--- src/rtl/ice_bus_master_tx.sv ---
// ice_bus_master_tx
// Buffers host bytes in a small FIFO and replays them as framed transfers on
// the master bus: SETUP presents the frame address, each DATA cycle strobes one
// byte, GAP separates bytes, TRAIL closes the frame. A receiver overflow aborts
// the frame and the remainder of that frame is flushed from the FIFO.
//
// Ports
//   CLK, RESETn          : clock (rising edge) and asynchronous active-low reset
//   host_addr/data       : byte to push with its frame address
//   host_valid/last      : push request / final byte of the frame
//   host_ready           : FIFO can accept a byte
//   ma_addr/ma_data      : registered master-bus address and data
//   ma_data_valid        : one-cycle strobe per byte
//   ma_frame_valid       : high for the whole frame
//   sl_overflow          : receiver overflow, aborts the current frame
//   tx_done / tx_err     : one-cycle pulse on frame completion / abort
//   frame_count          : completed frames, wraps 255 -> 0
module ice_bus_master_tx #(
    parameter int FIFO_DEPTH = 8
) (
    input  logic       CLK,
    input  logic       RESETn,
    input  logic [7:0] host_addr,
    input  logic [7:0] host_data,
    input  logic       host_valid,
    input  logic       host_last,
    output logic       host_ready,
    output logic [7:0] ma_addr,
    output logic [7:0] ma_data,
    output logic       ma_data_valid,
    output logic       ma_frame_valid,
    input  logic       sl_overflow,
    output logic       tx_done,
    output logic       tx_err,
    output logic [7:0] frame_count
);

    localparam int AW = $clog2(FIFO_DEPTH);
    localparam logic [AW:0] DEPTH_C = (AW + 1)'(FIFO_DEPTH);

    typedef enum logic [2:0] {
        ST_IDLE  = 3'd0,
        ST_SETUP = 3'd1,
        ST_DATA  = 3'd2,
        ST_GAP   = 3'd3,
        ST_TRAIL = 3'd4,
        ST_FLUSH = 3'd5
    } state_t;

    // FIFO storage: entry = {last, addr, data}
    logic [16:0] mem_q [FIFO_DEPTH];
    logic [AW:0] wr_ptr_q;
    logic [AW:0] rd_ptr_q;
    logic [AW:0] count_s;
    logic        empty_s;
    logic        full_s;
    logic        push_s;
    logic        pop_s;
    logic [16:0] head_s;

    state_t      state_q, state_d;
    logic        last_q, last_d;
    logic [7:0]  ma_addr_q, ma_addr_d;
    logic [7:0]  ma_data_q, ma_data_d;
    logic        data_valid_q, data_valid_d;
    logic        frame_valid_q, frame_valid_d;
    logic        tx_done_q, tx_done_d;
    logic        tx_err_q, tx_err_d;
    logic [7:0]  frame_count_q, frame_count_d;

    // Extra pointer bit distinguishes full from empty.
    assign count_s    = wr_ptr_q - rd_ptr_q;
    assign empty_s    = (count_s == '0);
    assign full_s     = (count_s == DEPTH_C);
    assign push_s     = host_valid && !full_s;
    assign head_s     = mem_q[rd_ptr_q[AW-1:0]];
    assign host_ready = !full_s;

    // FIFO pointers and storage
    always_ff @(posedge CLK or negedge RESETn) begin
        if (!RESETn) begin
            wr_ptr_q <= '0;
            rd_ptr_q <= '0;
            for (int i = 0; i < FIFO_DEPTH; i++) begin
                mem_q[i] <= 17'd0;
            end
        end else begin
            if (push_s) begin
                mem_q[wr_ptr_q[AW-1:0]] <= {host_last, host_addr, host_data};
                wr_ptr_q                <= wr_ptr_q + (AW + 1)'(1);
            end
            if (pop_s) begin
                rd_ptr_q <= rd_ptr_q + (AW + 1)'(1);
            end
        end
    end

    // Next-state, pop control and next values of the registered outputs
    always_comb begin
        state_d       = state_q;
        last_d        = last_q;
        pop_s         = 1'b0;
        tx_err_d      = 1'b0;
        case (state_q)
            ST_IDLE: begin
                if (!empty_s) state_d = ST_SETUP;
                else          state_d = ST_IDLE;
            end
            ST_SETUP: begin
                if (sl_overflow) begin
                    tx_err_d = 1'b1;
                    state_d  = ST_FLUSH;
                end else begin
                    pop_s    = 1'b1;
                    last_d   = head_s[16];
                    state_d  = ST_DATA;
                end
            end
            ST_DATA: begin
                // last_q describes the byte popped on entry to DATA
                if (sl_overflow) begin
                    tx_err_d = 1'b1;
                    state_d  = last_q ? ST_IDLE : ST_FLUSH;
                end else begin
                    state_d  = last_q ? ST_TRAIL : ST_GAP;
                end
            end
            ST_GAP: begin
                if (sl_overflow) begin
                    tx_err_d = 1'b1;
                    state_d  = ST_FLUSH;
                end else if (!empty_s) begin
                    pop_s    = 1'b1;
                    last_d   = head_s[16];
                    state_d  = ST_DATA;
                end else begin
                    state_d  = ST_GAP;
                end
            end
            ST_TRAIL: begin
                state_d = ST_IDLE;
            end
            ST_FLUSH: begin
                if (!empty_s) begin
                    pop_s   = 1'b1;
                    state_d = head_s[16] ? ST_IDLE : ST_FLUSH;
                end else begin
                    state_d = ST_FLUSH;
                end
            end
            default: begin
                state_d = ST_IDLE;
            end
        endcase

        // Outputs are registered and reflect the state being entered.
        frame_valid_d = (state_d == ST_SETUP) || (state_d == ST_DATA) ||
                        (state_d == ST_GAP)   || (state_d == ST_TRAIL);
        data_valid_d  = (state_d == ST_DATA);

        if ((state_q == ST_IDLE) && (state_d == ST_SETUP)) ma_addr_d = head_s[15:8];
        else                                                 ma_addr_d = ma_addr_q;

        if (pop_s && (state_d == ST_DATA)) ma_data_d = head_s[7:0];
        else                               ma_data_d = ma_data_q;

        tx_done_d = (state_q == ST_TRAIL);
        if (tx_done_d) frame_count_d = frame_count_q + 8'd1;
        else           frame_count_d = frame_count_q;
    end

    // State and registered output flops
    always_ff @(posedge CLK or negedge RESETn) begin
        if (!RESETn) begin
            state_q       <= ST_IDLE;
            last_q        <= 1'b0;
            ma_addr_q     <= 8'd0;
            ma_data_q     <= 8'd0;
            data_valid_q  <= 1'b0;
            frame_valid_q <= 1'b0;
            tx_done_q     <= 1'b0;
            tx_err_q      <= 1'b0;
            frame_count_q <= 8'd0;
        end else begin
            state_q       <= state_d;
            last_q        <= last_d;
            ma_addr_q     <= ma_addr_d;
            ma_data_q     <= ma_data_d;
            data_valid_q  <= data_valid_d;
            frame_valid_q <= frame_valid_d;
            tx_done_q     <= tx_done_d;
            tx_err_q      <= tx_err_d;
            frame_count_q <= frame_count_d;
        end
    end

    assign ma_addr        = ma_addr_q;
    assign ma_data        = ma_data_q;
    assign ma_data_valid  = data_valid_q;
    assign ma_frame_valid = frame_valid_q;
    assign tx_done        = tx_done_q;
    assign tx_err         = tx_err_q;
    assign frame_count    = frame_count_q;

endmodule

--- config.mk ---
export PLATFORM = sky130hd
export DESIGN_NAME = ice_bus_master_tx
export DESIGN_NICKNAME = d
export VERILOG_FILES = /design/src/rtl/ice_bus_master_tx.sv
export SDC_FILE = /design/constraint.sdc
export NUM_CORES = 1
export LEC_CHECK = 0
export CAP_MARGIN = 20
export CORE_MARGIN = 10
export CORE_UTILIZATION = 45
export DETAILED_ROUTE_END_ITERATION = 8
export PLACE_DENSITY = 0.78
export SLEW_MARGIN = 10
export SYNTH_ARGS = -nofsm -noshare
export SYNTH_HDL_FRONTEND = slang
export SYNTH_SLANG_ARGS = --single-unit
--- constraint.sdc ---
create_clock -name CLK -period 2.8 [get_ports CLK]
set_clock_uncertainty 0.05 [all_clocks]
set_input_delay 0.28 -clock CLK [delete_from_list [all_inputs] [get_ports CLK]]
set_output_delay 0.28 -clock CLK [all_outputs]
set_load 0.005 [all_outputs]
* Yosys cells after proc, flatten, opt, wreduce, memory -nomap -nowiden
Index checks and enable logic that the tools add are counted.
Word-level totals: word-level logic and storage cells 80, flip-flop bits (word level) 176
Operators by class: muxes and demuxes 26, equal/unequal tests 13, reductions and logical operators 13, bitwise gates (word level) 2, order comparisons 3, add/subtract/negate cells 4
Operators by type and width (number):
- bitwise mux 136 bit | 1
- binary-select mux 17 bit (select 3 bit) | 1
- demux 17 bit (select 3 bit) | 1
- 2-to-1 mux 17 bit | 3
- 2-to-1 mux 3 bit | 7
- one-hot mux 3 bit (5 select lines) | 1
- == test 3 x 2 -> 1 bit, second input constant | 4
- 2-to-1 mux 1 bit | 10
- == test 3 bit, second input constant | 3
- adder 4 x 1 -> 4 bit, second input constant | 2
- adder 8 x 1 -> 8 bit, second input constant | 1
- >= comparator 4 bit, second input constant | 2
- NOT 3 -> 4 bit | 2
- == test 3 x 1 -> 1 bit, second input constant | 2
- inequality test 2 bit, second input constant | 3
- == test 4 bit, second input constant | 1
- logical AND 1 bit | 4
- zero test 4 bit | 1
- < comparator 4 x 1 -> 1 bit, second input constant | 1
- AND reduction 4 bit | 1
- subtractor 4 bit | 1
- zero test 3 bit | 1
- logical OR 1 bit | 3
- one-hot mux 1 bit (3 select lines) | 1
- other kinds (4) | 4

* Logic depth before layout (Yosys ltp)
depth in word-level cells 11, mapped depth 11, gate-level depth less buffers 8

* Worst setup path after synthesis
Ideal clock, no wire load.
path type reg-to-reg, from register rd_ptr_q[1], to register mem_q[125] in the netlist's numbering, buffers on the path 3, arrival 2.917 ns, clock period less this slack 3.092 ns, path slack -0.292 ns, setup time 0.125 ns, data required time 2.625 ns, stages on the path, launching flop included 12, path through dfrtp_1 > clkbuf_1 > buf_1 > inv_1 > ha_1 > nand2b_1 > a211o_1 > a21oi_4 > inv_4 > nand3_2 > buf_4 > mux2_2
Between the ends: cells in the longest elaborated chain, start to end 4
Ends and longest elaborated chain:
- start, declared | line 53 | logic [AW:0] rd_ptr_q;
- start signal, assigned | line 93 | rd_ptr_q <= rd_ptr_q + (AW + 1)'(1);
- subtractor 4 bit | line 72 | assign count_s = wr_ptr_q - rd_ptr_q;
- == test 4 bit | line 74 | assign full_s = (count_s == DEPTH_C);
- zero test 1 bit
- net host_ready | line 27 | output logic host_ready,
- logical AND 1 bit | line 75 | assign push_s = host_valid && !full_s;
- end signal, assigned by index | line 89 | mem_q[wr_ptr_q[AW-1:0]] <= {host_last, host_addr, host_data};
- end, declared | line 51 | logic [16:0] mem_q [FIFO_DEPTH];
The timed path passes the listed nets, and every way through them passes these cells. A chain may end at the register's enable or synchronous reset.

* Worst setup path after layout
from register wr_ptr_q[0], to output host_ready
Between the ends: cells in the longest elaborated chain, start to end 3
Ends and longest elaborated chain:
- start, declared | line 52 | logic [AW:0] wr_ptr_q;
- start signal, assigned | line 90 | wr_ptr_q <= wr_ptr_q + (AW + 1)'(1);
- subtractor 4 bit | line 72
- == test 4 bit | line 74
- zero test 1 bit | line 77 | assign host_ready = !full_s;
- end, declared | line 27
No other way between the ends.

==> impl_metrics.json <==
{
  "overflow": 0,
  "place.port_buffers": 49,
  "power.static_leakage_nw": 4.07,
  "grt_use_total": 0.146,
  "syn_avg_cell_area_um2": 15.2,
  "layout_min_cycle_time_ns": 2.69,
  "dp_cells": 798,
  "holdCritPathClass": "in -> async",
  "totalNegativeSetupSlack_ns": 0,
  "first_global_vias": 5225,
  "synth_edf_count": 0,
  "clock_root_cell": "sky130_fd_sc_hd__clkbuf_16",
  "cts_buffers": 17,
  "report.power.total_mw": 11.8,
  "async_reset_ff_frac": 1.00,
  "drive_gt1_frac": 0.397,
  "ys_ff_latch": 176,
  "fmaxAchievable_mhz": 372,
  "cellPowerDensity_nw_per_um2": 1240,
  "starting_density_of_the_core": 0.463,
  "post_synth_main_area_contributors": "sky130_fd_sc_hd__dfrtp_1, sky130_fd_sc_hd__mux2_2, sky130_fd_sc_hd__mux4_2",
  "design.die.area_um2": 23700,
  "max_fo_critical_path": 6,
  "drt_wl_total_um": 16800,
  "rrSetupSlack_ns": 0.27,
  "pre_repair_dr_iteration_count": 4,
  "worst-setup-path-type": "reg -> out",
  "critical_path_arrival_ns": 2.36,
  "area_growth_from_synthesis_to_layout_pct": 17.6,
  "timing_max_transition_violations_final": 0,
  "die_width_um": 154,
  "floorplan_core_area_um2": 17400,
  "clock-sinks": 176,
  "post_drt_wl_per_cell_um": 20.3,
  "clkTransAtPathRegs_ns": 0.06,
  "drv.max_cap_violation_count": 0,
  "cts_buffer_depth": 2,
  "grt_start_max_net_pins": 85,
  "synth_area_um2": 8060,
  "detailedRoute.firstIterationViolations": 225,
  "vias_per_cell": 5.58,
  "fp-row-count": 48,
  "run_status": "complete, no violations",
  "nNetsFinal": 621,
  "setup-violations-final": 0,
  "num_io_pins": 50,
  "synth-warning-count": 0,
  "antenna_found_initial": 0,
  "clkLatencyLatePin_ns": 0.42,
  "depth_of_the_cts_h_tree": 4,
  "final-hold-violation-count": 0,
  "synth-seq-area-share": 0.547,
  "ys.flop_type": "sky130_fd_sc_hd__dfrtp_1",
  "critPathCaptureType": "primary output",
  "timing.critical_path.from_type": "flop",
  "ant_nets": 0,
  "synth_cells": 529,
  "drc": 0,
  "crit_required_ns": 2.47,
  "gp_congestion": 0.790,
  "rsz0062_at_grt": "no",
  "synth_cell_types": 50,
  "detailedPlacementHpwl_um": 10900,
  "ir_worst_vdd_mv": 0.768,
  "layout_worst_path_cycle_share": 0.961,
  "cts_tree": "done",
  "synth.largest_area_cell": "sky130_fd_sc_hd__dfrtp_1",
  "max-slew-margin-rel": 0.471,
  "die-height_um": 154,
  "post-synth-top-area-fraction": 0.547,
  "worst_slew_pin_slew_ns": 0.794,
  "num_antenna_cells": 0,
  "via_count": 4623,
  "grt_pass1_wl_um": 27800,
  "final_cells": 829,
  "synthesis.nets": 557
}
## layout make-up
class | count | area, um2
Clock buffer | 24 | 482
Inverter | 10 | 40.0
Tap cell | 225 | 282
Clock inverter | 6 | 130
Fill cell | 1390 | 7950
Timing Repair Buffer | 69 | 669
Multi-Input combinational cell | 319 | 3460
Sequential cell | 176 | 4410
## worst max-delay path: stages, from the launching register on
cell and delay [ns]:
sky130_fd_sc_hd__dfrtp_1 0.34, sky130_fd_sc_hd__inv_1 0.12, sky130_fd_sc_hd__ha_1 0.25, sky130_fd_sc_hd__nand2b_1 0.18, sky130_fd_sc_hd__a211o_1 0.33, sky130_fd_sc_hd__a21oi_4 0.17, sky130_fd_sc_hd__inv_4 0.08, sky130_fd_sc_hd__clkdlybuf4s50_1 0.46
## logic make-up after synthesis
family | after synthesis | share of synthesized area
and+or+nand+nor | 84 | 0.0651
xor gates and xnor gates | 15 | 0.0180
buffers and inverters | 34 | 0.0235
muxes | 191 | 0.318
adders and majority gates | 7 | 0.0109
DFF | 176 | 0.547
AOI/OAI and AO/OA | 22 | 0.0182
## sequential cells by signal, summed over array words and instances (netlist names)
name,flops
ma_data_valid,1
tx_done,1
frame_count,8
wr_ptr_q,4
ma_addr,8
rd_ptr_q,4
state_q,3
ma_frame_valid,1
ma_data,8
last_q,1
tx_err,1
mem_q,136
## cells in the mapped netlist (all sizes together) (2+ instances only)
master and count:
nor4 2, mux4 34, buf 17, nor2 6
clkbuf 7, nor3 2, nand4 5, nand2 43
a21oi 3, nand2b 3, mux2i 10, xnor2 8
nor2b 3, inv 10, ha 7, xor2 6
dfrtp 176, mux2 147, and3 5, o21ai 12
nand3 6
## per-stage QoR
step           utilization  hold slack (ns)  setup WS, ns  cell area, um2
2_1_floorplan            -          -0.0656        0.0285            8060
3_3_place_gp         0.508            0.323         0.412            8850
3_5_place_dp         0.508            0.340         0.294            8850
4_1_cts              0.544            0.438        0.0716            9470
5_1_grt              0.544            0.462        0.0298            9470
6_report             0.544            0.425         0.110            9470
## layout by cell type, fill, tap and decap left out, types with 4 or more instances in the layout
| cell type | n |
|---|---|
| sky130_fd_sc_hd__inv_1 | 8 |
| sky130_fd_sc_hd__xor2_1 | 6 |
| sky130_fd_sc_hd__mux2i_1 | 10 |
| sky130_fd_sc_hd__and3_1 | 5 |
| sky130_fd_sc_hd__o21ai_0 | 12 |
| sky130_fd_sc_hd__dfrtp_1 | 175 |
| sky130_fd_sc_hd__clkbuf_1 | 4 |
| sky130_fd_sc_hd__mux2_4 | 10 |
| sky130_fd_sc_hd__mux4_2 | 34 |
| sky130_fd_sc_hd__xnor2_1 | 8 |
| sky130_fd_sc_hd__bufinv_16 | 4 |
| sky130_fd_sc_hd__clkbuf_16 | 17 |
| sky130_fd_sc_hd__mux2_2 | 134 |
| sky130_fd_sc_hd__buf_4 | 17 |
| sky130_fd_sc_hd__nand2_1 | 43 |
| sky130_fd_sc_hd__nand3_1 | 4 |
| sky130_fd_sc_hd__clkdlybuf4s50_1 | 48 |
| sky130_fd_sc_hd__nor2_1 | 6 |
| sky130_fd_sc_hd__ha_1 | 7 |
## routing by layer
metal	vias up	share of wire	GRT usage
met5	-	0	0
met4	0	0.017	0.0549
met3	25	0.032	0.0301
met2	81	0.54	0.261
met1	2451	0.41	0.168
li1	2066	-	-
## where the power goes
part / leakage, nW / switching (mW) / internal (mW) / total [mW]
sequential: 2.14 / 0.714 / 3.80 / 4.51
clock: 0.300 / 0.921 / 1.55 / 2.47
combinational: 1.63 / 2.04 / 2.76 / 4.79
total: 4.07 / 3.67 / 8.11 / 11.8
## worst paths after layout
path | end | cells after the start | from
worst min register to register | frame_count[7] | 1 | frame_count[7]
min in group CLK | frame_count[7] | 1 | frame_count[7]
max in group asynchronous | ma_data[4] | 3 | RESETn
worst max register to register | mem_q[22] | 9 | wr_ptr_q[0]
worst max-delay path | host_ready | 7 | wr_ptr_q[0]
worst min-delay path | mem_q[80] | 2 | RESETn
## repair_timing
action                                 4_1_cts  5_1_grt
endpoints found under the hold margin       81        0
hold buffers                                 1        0
resized for setup                            0        0
buffers inserted                             0        0
Power figures use the tool's default switching activity.
